==> src/rtl/bus_dest_regfile.sv <==
// Destination end of the shared CPU bus: R0-R15, HI, LO, Z, PC, MDR and the illegal-write flags.
// Latency: 1 cycle from the capturing edge to the *_out ports. All outputs come straight from flops.
// Backpressure: none. Every enabled write lands at the edge. Writes to non-writable codes are dropped and flagged.
module bus_dest_regfile #(
    parameter int                 DATA_W   = 32,
    parameter logic [DATA_W-1:0]  PC_RESET = '0,
    parameter logic [DATA_W-1:0]  PC_STEP  = {{(DATA_W-1){1'b0}}, 1'b1}
) (
    input  logic                  clock,
    input  logic                  clear_n,
    input  logic [DATA_W-1:0]     bus_in,
    input  logic [4:0]            dest_sel,
    input  logic                  dest_we,
    input  logic                  inc_pc,
    input  logic                  z_in,
    input  logic [2*DATA_W-1:0]   alu_result,
    input  logic                  mdr_read,
    input  logic [DATA_W-1:0]     mem_data_in,
    output logic [DATA_W-1:0]     r0_out,
    output logic [DATA_W-1:0]     r1_out,
    output logic [DATA_W-1:0]     r2_out,
    output logic [DATA_W-1:0]     r3_out,
    output logic [DATA_W-1:0]     r4_out,
    output logic [DATA_W-1:0]     r5_out,
    output logic [DATA_W-1:0]     r6_out,
    output logic [DATA_W-1:0]     r7_out,
    output logic [DATA_W-1:0]     r8_out,
    output logic [DATA_W-1:0]     r9_out,
    output logic [DATA_W-1:0]     r10_out,
    output logic [DATA_W-1:0]     r11_out,
    output logic [DATA_W-1:0]     r12_out,
    output logic [DATA_W-1:0]     r13_out,
    output logic [DATA_W-1:0]     r14_out,
    output logic [DATA_W-1:0]     r15_out,
    output logic [DATA_W-1:0]     hi_out,
    output logic [DATA_W-1:0]     lo_out,
    output logic [DATA_W-1:0]     zhi_out,
    output logic [DATA_W-1:0]     zlo_out,
    output logic [DATA_W-1:0]     pc_out,
    output logic [DATA_W-1:0]     mdr_out,
    output logic                  illegal_dest,
    output logic                  err_sticky
);

    localparam logic [4:0] CODE_HI  = 5'd16;
    localparam logic [4:0] CODE_LO  = 5'd17;
    localparam logic [4:0] CODE_PC  = 5'd20;
    localparam logic [4:0] CODE_MDR = 5'd21;

    logic [DATA_W-1:0] r_q [16];
    logic [DATA_W-1:0] r_d [16];
    logic [DATA_W-1:0] hi_q, hi_d, lo_q, lo_d;
    logic [DATA_W-1:0] zhi_q, zhi_d, zlo_q, zlo_d;
    logic [DATA_W-1:0] pc_q, pc_d, mdr_q, mdr_d;
    logic              illegal_q, illegal_d;
    logic              err_q, err_d;

    // Next-state decode. Statement order sets priority: the bus write to PC overrides inc_pc,
    // and mdr_read overrides a bus write to MDR.
    always_comb begin
        r_d       = r_q;
        hi_d      = hi_q;
        lo_d      = lo_q;
        zhi_d     = zhi_q;
        zlo_d     = zlo_q;
        pc_d      = pc_q;
        mdr_d     = mdr_q;
        illegal_d = 1'b0;

        if (inc_pc) begin
            pc_d = pc_q + PC_STEP;
        end

        if (dest_we) begin
            if (dest_sel < 5'd16) begin
                r_d[dest_sel[3:0]] = bus_in;
            end else begin
                case (dest_sel)
                    CODE_HI:  hi_d      = bus_in;
                    CODE_LO:  lo_d      = bus_in;
                    CODE_PC:  pc_d      = bus_in;
                    CODE_MDR: mdr_d     = bus_in;
                    default:  illegal_d = 1'b1;
                endcase
            end
        end

        if (mdr_read) begin
            mdr_d = mem_data_in;
        end

        if (z_in) begin
            zhi_d = alu_result[2*DATA_W-1:DATA_W];
            zlo_d = alu_result[DATA_W-1:0];
        end

        err_d = err_q | illegal_d;
    end

    // State registers. Reset is asynchronous, so a write pending during reset is dropped entirely.
    always_ff @(posedge clock or negedge clear_n) begin
        if (!clear_n) begin
            for (int i = 0; i < 16; i++) begin
                r_q[i] <= '0;
            end
            hi_q      <= '0;
            lo_q      <= '0;
            zhi_q     <= '0;
            zlo_q     <= '0;
            pc_q      <= PC_RESET;
            mdr_q     <= '0;
            illegal_q <= 1'b0;
            err_q     <= 1'b0;
        end else begin
            r_q       <= r_d;
            hi_q      <= hi_d;
            lo_q      <= lo_d;
            zhi_q     <= zhi_d;
            zlo_q     <= zlo_d;
            pc_q      <= pc_d;
            mdr_q     <= mdr_d;
            illegal_q <= illegal_d;
            err_q     <= err_d;
        end
    end

    assign r0_out       = r_q[0];
    assign r1_out       = r_q[1];
    assign r2_out       = r_q[2];
    assign r3_out       = r_q[3];
    assign r4_out       = r_q[4];
    assign r5_out       = r_q[5];
    assign r6_out       = r_q[6];
    assign r7_out       = r_q[7];
    assign r8_out       = r_q[8];
    assign r9_out       = r_q[9];
    assign r10_out      = r_q[10];
    assign r11_out      = r_q[11];
    assign r12_out      = r_q[12];
    assign r13_out      = r_q[13];
    assign r14_out      = r_q[14];
    assign r15_out      = r_q[15];
    assign hi_out       = hi_q;
    assign lo_out       = lo_q;
    assign zhi_out      = zhi_q;
    assign zlo_out      = zlo_q;
    assign pc_out       = pc_q;
    assign mdr_out      = mdr_q;
    assign illegal_dest = illegal_q;
    assign err_sticky   = err_q;

endmodule

==> config.mk <==
export PLATFORM = sky130hd
export DESIGN_NAME = bus_dest_regfile
export DESIGN_NICKNAME = d
export VERILOG_FILES = /design/src/rtl/bus_dest_regfile.sv
export SDC_FILE = /design/constraint.sdc
export NUM_CORES = 1
export LEC_CHECK = 0
export BUFFER_PORTS_ARGS = -buffer_cell sky130_fd_sc_hd__buf_2
export CAP_MARGIN = 20
export CORE_MARGIN = 10
export CORE_UTILIZATION = 25
export CTS_BUF_LIST = sky130_fd_sc_hd__clkbuf_8 sky130_fd_sc_hd__clkbuf_16
export CTS_CLUSTER_SIZE = 14
export DETAILED_ROUTE_END_ITERATION = 7
export PLACE_DENSITY = 0.53
export SLEW_MARGIN = 0
export SYNTH_ARGS = -nofsm -noshare
export SYNTH_HDL_FRONTEND = slang
export SYNTH_SLANG_ARGS = --single-unit
==> constraint.sdc <==
create_clock -name clock -period 5.32 [get_ports clock]
set_input_delay 0.532 -clock clock [delete_from_list [all_inputs] [get_ports clock]]
set_output_delay 0.532 -clock clock [all_outputs]
set_load 0.01 [all_outputs]
**After elaboration in Yosys (flattened, before gate mapping)**

Index checks and enable logic that the tools add are counted.

- Register bits after elaboration: 706
- Output and inout bits: 706
- Logic and storage cells: 58

- Add/sub/neg operators: 1
- Magnitude comparators: 3
- Equality and inequality tests: 5
- Mux-type cells: 14
- Bitwise operators: 3
- Reductions and logical operators: 8

Operator list:

| cell | number |
|---|---|
| bitwise mux 512 bit | 1 |
| 2-to-1 mux 32 bit | 9 |
| demux 32 bit (select 4 bit) | 1 |
| adder 32 x 1 -> 32 bit, second input constant | 1 |
| == test 5 bit, second input constant | 4 |
| AND reduction 3 bit | 3 |
| >= comparator 5 bit, second input constant | 1 |
| < comparator 5 x 1 -> 1 bit, second input constant | 1 |
| < comparator 5 bit, second input constant | 1 |
| inverter 4 -> 5 bit | 1 |
| nonzero test 2 bit | 2 |
| OR reduction 4 bit | 1 |
| 2-to-1 mux 1 bit | 3 |
| != test 2 bit, second input constant | 1 |
| AND reduction 2 bit | 1 |
| logical AND 1 bit | 1 |
| inverter 1 bit | 1 |
| bitwise OR 1 bit | 1 |

**Logic depth before layout (Yosys ltp)**

- Word-level depth: 6
- Depth in mapped cells: 7
- Depth with buffers taken out: 6

**Worst setup path before layout**

Ideal clock, no wire load.

- Path kind: input -> register
- Start point: in dest_sel[1]
- End point: reg lo_q[10], in the netlist lo_out[10]
- Data arrival time: 1.970 ns
- Path slack: 3.226 ns
- Stages: 5
- Cell sequence: clkbuf_1 nand4b_1 nor3_1 clkbuf_1 mux2_2

- Word-level cells in the longest chain between the ends: 3
- Elaborated cells between the ends (all ways): 4
- Those cells by class: 1 x order compare; 1 x eq/ne; 1 x bitwise; 1 x reduce/logical

Ends and longest elaborated chain:

| element | RTL line | RTL |
|---|---|---|
| start, declared | 12 | `input logic [4:0] dest_sel,` |
| < comparator 5 bit | 75 | `if (dest_sel < 5'd16) begin` |
| inverter 1 bit (no line) | n/a |  |
| AND reduction 3 bit (no line) (*) | n/a |  |
| end signal, assigned | 117 | `lo_q <= lo_d;` |
| end, declared | 52 | `logic [DATA_W-1:0] hi_q, hi_d, lo_q, lo_d;` |

Mark *: on every way between the ends. The rest lies on a longest branch, timed or not.
A chain may end at the register's enable or synchronous reset.

**Worst setup path in the final report**

- Start point: reg pc_q[10], in the netlist pc_out[10]
- End point: reg pc_q[28], in the netlist pc_out[28]

- Word-level cells in the longest chain between the ends: 5

Ends and longest elaborated chain:

| element | RTL line | RTL |
|---|---|---|
| start, declared | 54 | `logic [DATA_W-1:0] pc_q, pc_d, mdr_q, mdr_d;` |
| start signal, assigned | 120 | `pc_q <= pc_d;` |
| adder 32 x 1 -> 32 bit (*) | 71 | `pc_d = pc_q + PC_STEP;` |
| 2-to-1 mux 32 bit (*) | 70 | `if (inc_pc) begin` |
| 2-to-1 mux 32 bit | 78 | `case (dest_sel)` |
| 2-to-1 mux 32 bit | 75 |  |
| 2-to-1 mux 32 bit (*) | 74 | `if (dest_we) begin` |
| via pc_d[28] | 54 |  |

Mark *: on every way through the listed nets, which the timed path passes. The rest lies on a longest branch.

==> reports/metrics.yaml <==
outcome: "complete, no violations"
grt-ovfl-total: 0
peakVddDrop_uv: 229.0
p_seq_frac: 0.438
ys.warnings.count: 0
synthesis.area_sq_um: 27160
hold_start: "mem_data_in[2]"
wl_per_cell_um: 26.50
place_ws_ns: 2.491
synth_nets: 1922
hold_violations: 0
critical-path-slowest-cell: "or4_1"
dr.pass1.iters: 4
worst_ep_arrival_time_ns: 2.93
regArea_sq_um: 17670
leakagePower_nw: 17.82
dp_hpwl_um: 77420
start_util: 0.2526
grt_start_max_net_pins: 154
fp.coreArea_sq_um: 107500
path_delay_family: "simple AND/OR/NAND/NOR gates"
port_buffers: 844
tritoncts: "yes"
ios: 845
antenna_found_initial: 19
reg2reg_depth: 5
grt_use_total: 0.1705
drc: 0
cts-root-buf: "clkbuf_16"
vias: 18017
fin_crit_ns: 2.420
dieHeight_um: 349.6
r2r_setup_slack_ns: 2.90
synth.avg_cell_area_sq_um: 15.24
drive_gt1_frac: 0.6256
rsz0062_at_grt: "no"
fin_setup_tns_ns: 0
cp-end-kind: "flop"
drtIter0Drc: 993
drv_slew: 0
post_cts_buffers: 0
worstMarginPinSlew_ns: 1.066
worstPathMaxFanout: 15
synth.largest_area_cell: "dfrtp_1"
grt_pass1_vias: 19062
cts.path.max_buffers: 3
synthTopCellsByArea: "dfrtp_1 65%, mux2_2 27%, clkbuf_1 1.4%"
wirelength_um: 107800
cp-start-kind: "flop"
dieArea_sq_um: 122200
power_per_cell_area_nw_per_um2: 445.7
multi_input_area_sq_um: 8969
cp_cell_sequence: "nand4_2, or4_1, nor4_1, xnor2_1, a21oi_1"
finalCritPeriodShare: 0.4549
slowest_delay_ns: 0.88
ant_nets: 0
grt_pass1_wl_um: 149800
maxCapViolations: 0
area_delta_synth_final_pct: 31.23
clockPowerShare: 0.351
setup_viol: 0
net-switching-power_mw: 4.857
cts.sink_count: 706
internal_power_mw: 11.03
maxSlewHeadroom: 0.2877
holdPathStages: 3
synth.distinct_cells: 32
swShare: 0.3057
cts_buffers: 81
fp.dieW_um: 349.6
rows: 120
critPathKind: "flop to flop"
cts_resized: 0
synth_top_area_share: 0.6505
crit_start: "pc_out[10]$_DFF_PN0_"
finalWorstSetupSlack_ns: 2.900
gp_congestion: 0.7691
num-nets-final: 2740
insertion_delay_ns: 0.67
cts_hold_buffers: 1
hold_end: "mdr_out[2]$_DFFE_PN0P_"
syn_inst: 1782
htreeDepth: 3
reg2reg_from: "pc_out[10]$_DFF_PN0_"
yosysSeqAreaShare: 0.6505
cp_num_buf_inv: 0
pwr-share-comb: 0.211
clkTransAtPathRegs_ns: 0.06
num-fill-cells: 10757
fmax_ghz: 0.4132
crit_required_ns: 5.83
worstReg2RegEnd: "pc_out[28]$_DFF_PN0_"
skew_ns: 0.01706
via_per_inst: 4.428
hold_class: "input port to flop"
ys_seq_elements: 706
[placed cells by master, fill, tap and decap left out, types with 31 or more instances in the layout]
master       n
a21oi_1     31
buf_2      843
buf_4       32
clkbuf_16   82
dfrtp_1    706
mux2_2     640
mux2i_1     33
nand2_1     49
nor2_1      39
o21ai_0     32
[cell families (layout without fill, tap and decap cells)]
| group | count (synthesis) | count (layout) | synth area share |
|---|---|---|---|
| buffers and inverters | 150 | 1031 | 0.02184 |
| DFF | 706 | 706 | 0.6505 |
| xor gates and xnor gates | 31 | 31 | 0.009997 |
| and+or+nand+nor | 156 | 156 | 0.02732 |
| other | 0 | 3 | 0 |
| AOI/OAI and AO/OA | 64 | 64 | 0.01198 |
| muxes | 674 | 674 | 0.2779 |
| adders and majority gates | 1 | 1 | 0.0004606 |
[Yosys cell counts (all sizes together)]
| master | n |
|---|---|
| a21oi | 31 |
| and2 | 1 |
| and3 | 5 |
| and4 | 3 |
| buf | 47 |
| clkbuf | 99 |
| dfrtp | 706 |
| ha | 1 |
| inv | 4 |
| mux2 | 641 |
| mux2i | 33 |
| nand2 | 58 |
| nand2b | 1 |
| nand3 | 7 |
| nand4 | 11 |
| nand4b | 1 |
| nor2 | 42 |
| nor2b | 4 |
| nor3 | 13 |
| nor4 | 6 |
| o211a | 1 |
| o21ai | 32 |
| or2 | 1 |
| or4 | 3 |
| xnor2 | 23 |
| xor2 | 8 |
[worst reg2reg max path: stages (launching register included)]
cell and delay, ns:
dfrtp_1 0.45, nand4_2 0.16, or4_1 0.88, nor4_1 0.51, xnor2_1 0.18, a21oi_1 0.09
[stage by stage]
| step | util | hold WS [ns] | cell area [sq um] | power (mW) | instances |
|---|---|---|---|---|---|
| after floorplan | - | 0.2364 | 27160 | 8.516 | 1782 |
| after global placement | 0.3064 | 0.4660 | 32940 | 10.43 | 3918 |
| after detailed placement | 0.3067 | 0.4798 | 32970 | 10.48 | 3919 |
| after CTS | 0.3315 | 0.02187 | 35630 | 16.13 | 4066 |
| after global routing | 0.3315 | 0.04719 | 35630 | 16.64 | 4066 |
| final | 0.3315 | 0.07986 | 35640 | 15.89 | 4069 |
[per-layer routing]
layer / track usage / routed length (um) / up-vias
met2: 0.2801 / 51160 / 654
met4: 0.05701 / 3118 / 6
met1: 0.2054 / 43470 / 9355
met5: 0 / 34 / -
li1: - / - / 7862
met3: 0.06219 / 10050 / 140
[worst max-delay path by stage]
stage	cells after the start	to	slack [ns]
after global placement	5	r11_out[2]$_DFFE_PN0P_	2.40
after global routing	5	pc_out[26]$_DFF_PN0_	2.77
after floorplan	5	lo_out[10]$_DFFE_PN0P_	3.23
after detailed placement	6	mdr_out[17]$_DFFE_PN0P_	2.49
after CTS	5	pc_out[28]$_DFF_PN0_	2.89
final	5	pc_out[28]$_DFF_PN0_	2.90
[power groups by stage]
stage	Sequential (mW)	Clock (mW)	Combinational [mW]
after global placement	7.02	0	3.41
after floorplan	7.47	0	1.04
after detailed placement	7.05	0	3.43
after global routing	7.10	5.93	3.62
after CTS	6.97	5.72	3.44
final	6.96	5.57	3.35
[layout make-up]
cell class,instances,area share
sequential,706,0.4957
multi-input combinational,926,0.2516
timing repair buffer,881,0.1283
clock buffer,99,0.06414
tap,1403,0.04925
clock inverter,47,0.01039
inverter,4,0.0004213
antenna,3,0.0002106
Power figures use the tool's default switching activity.
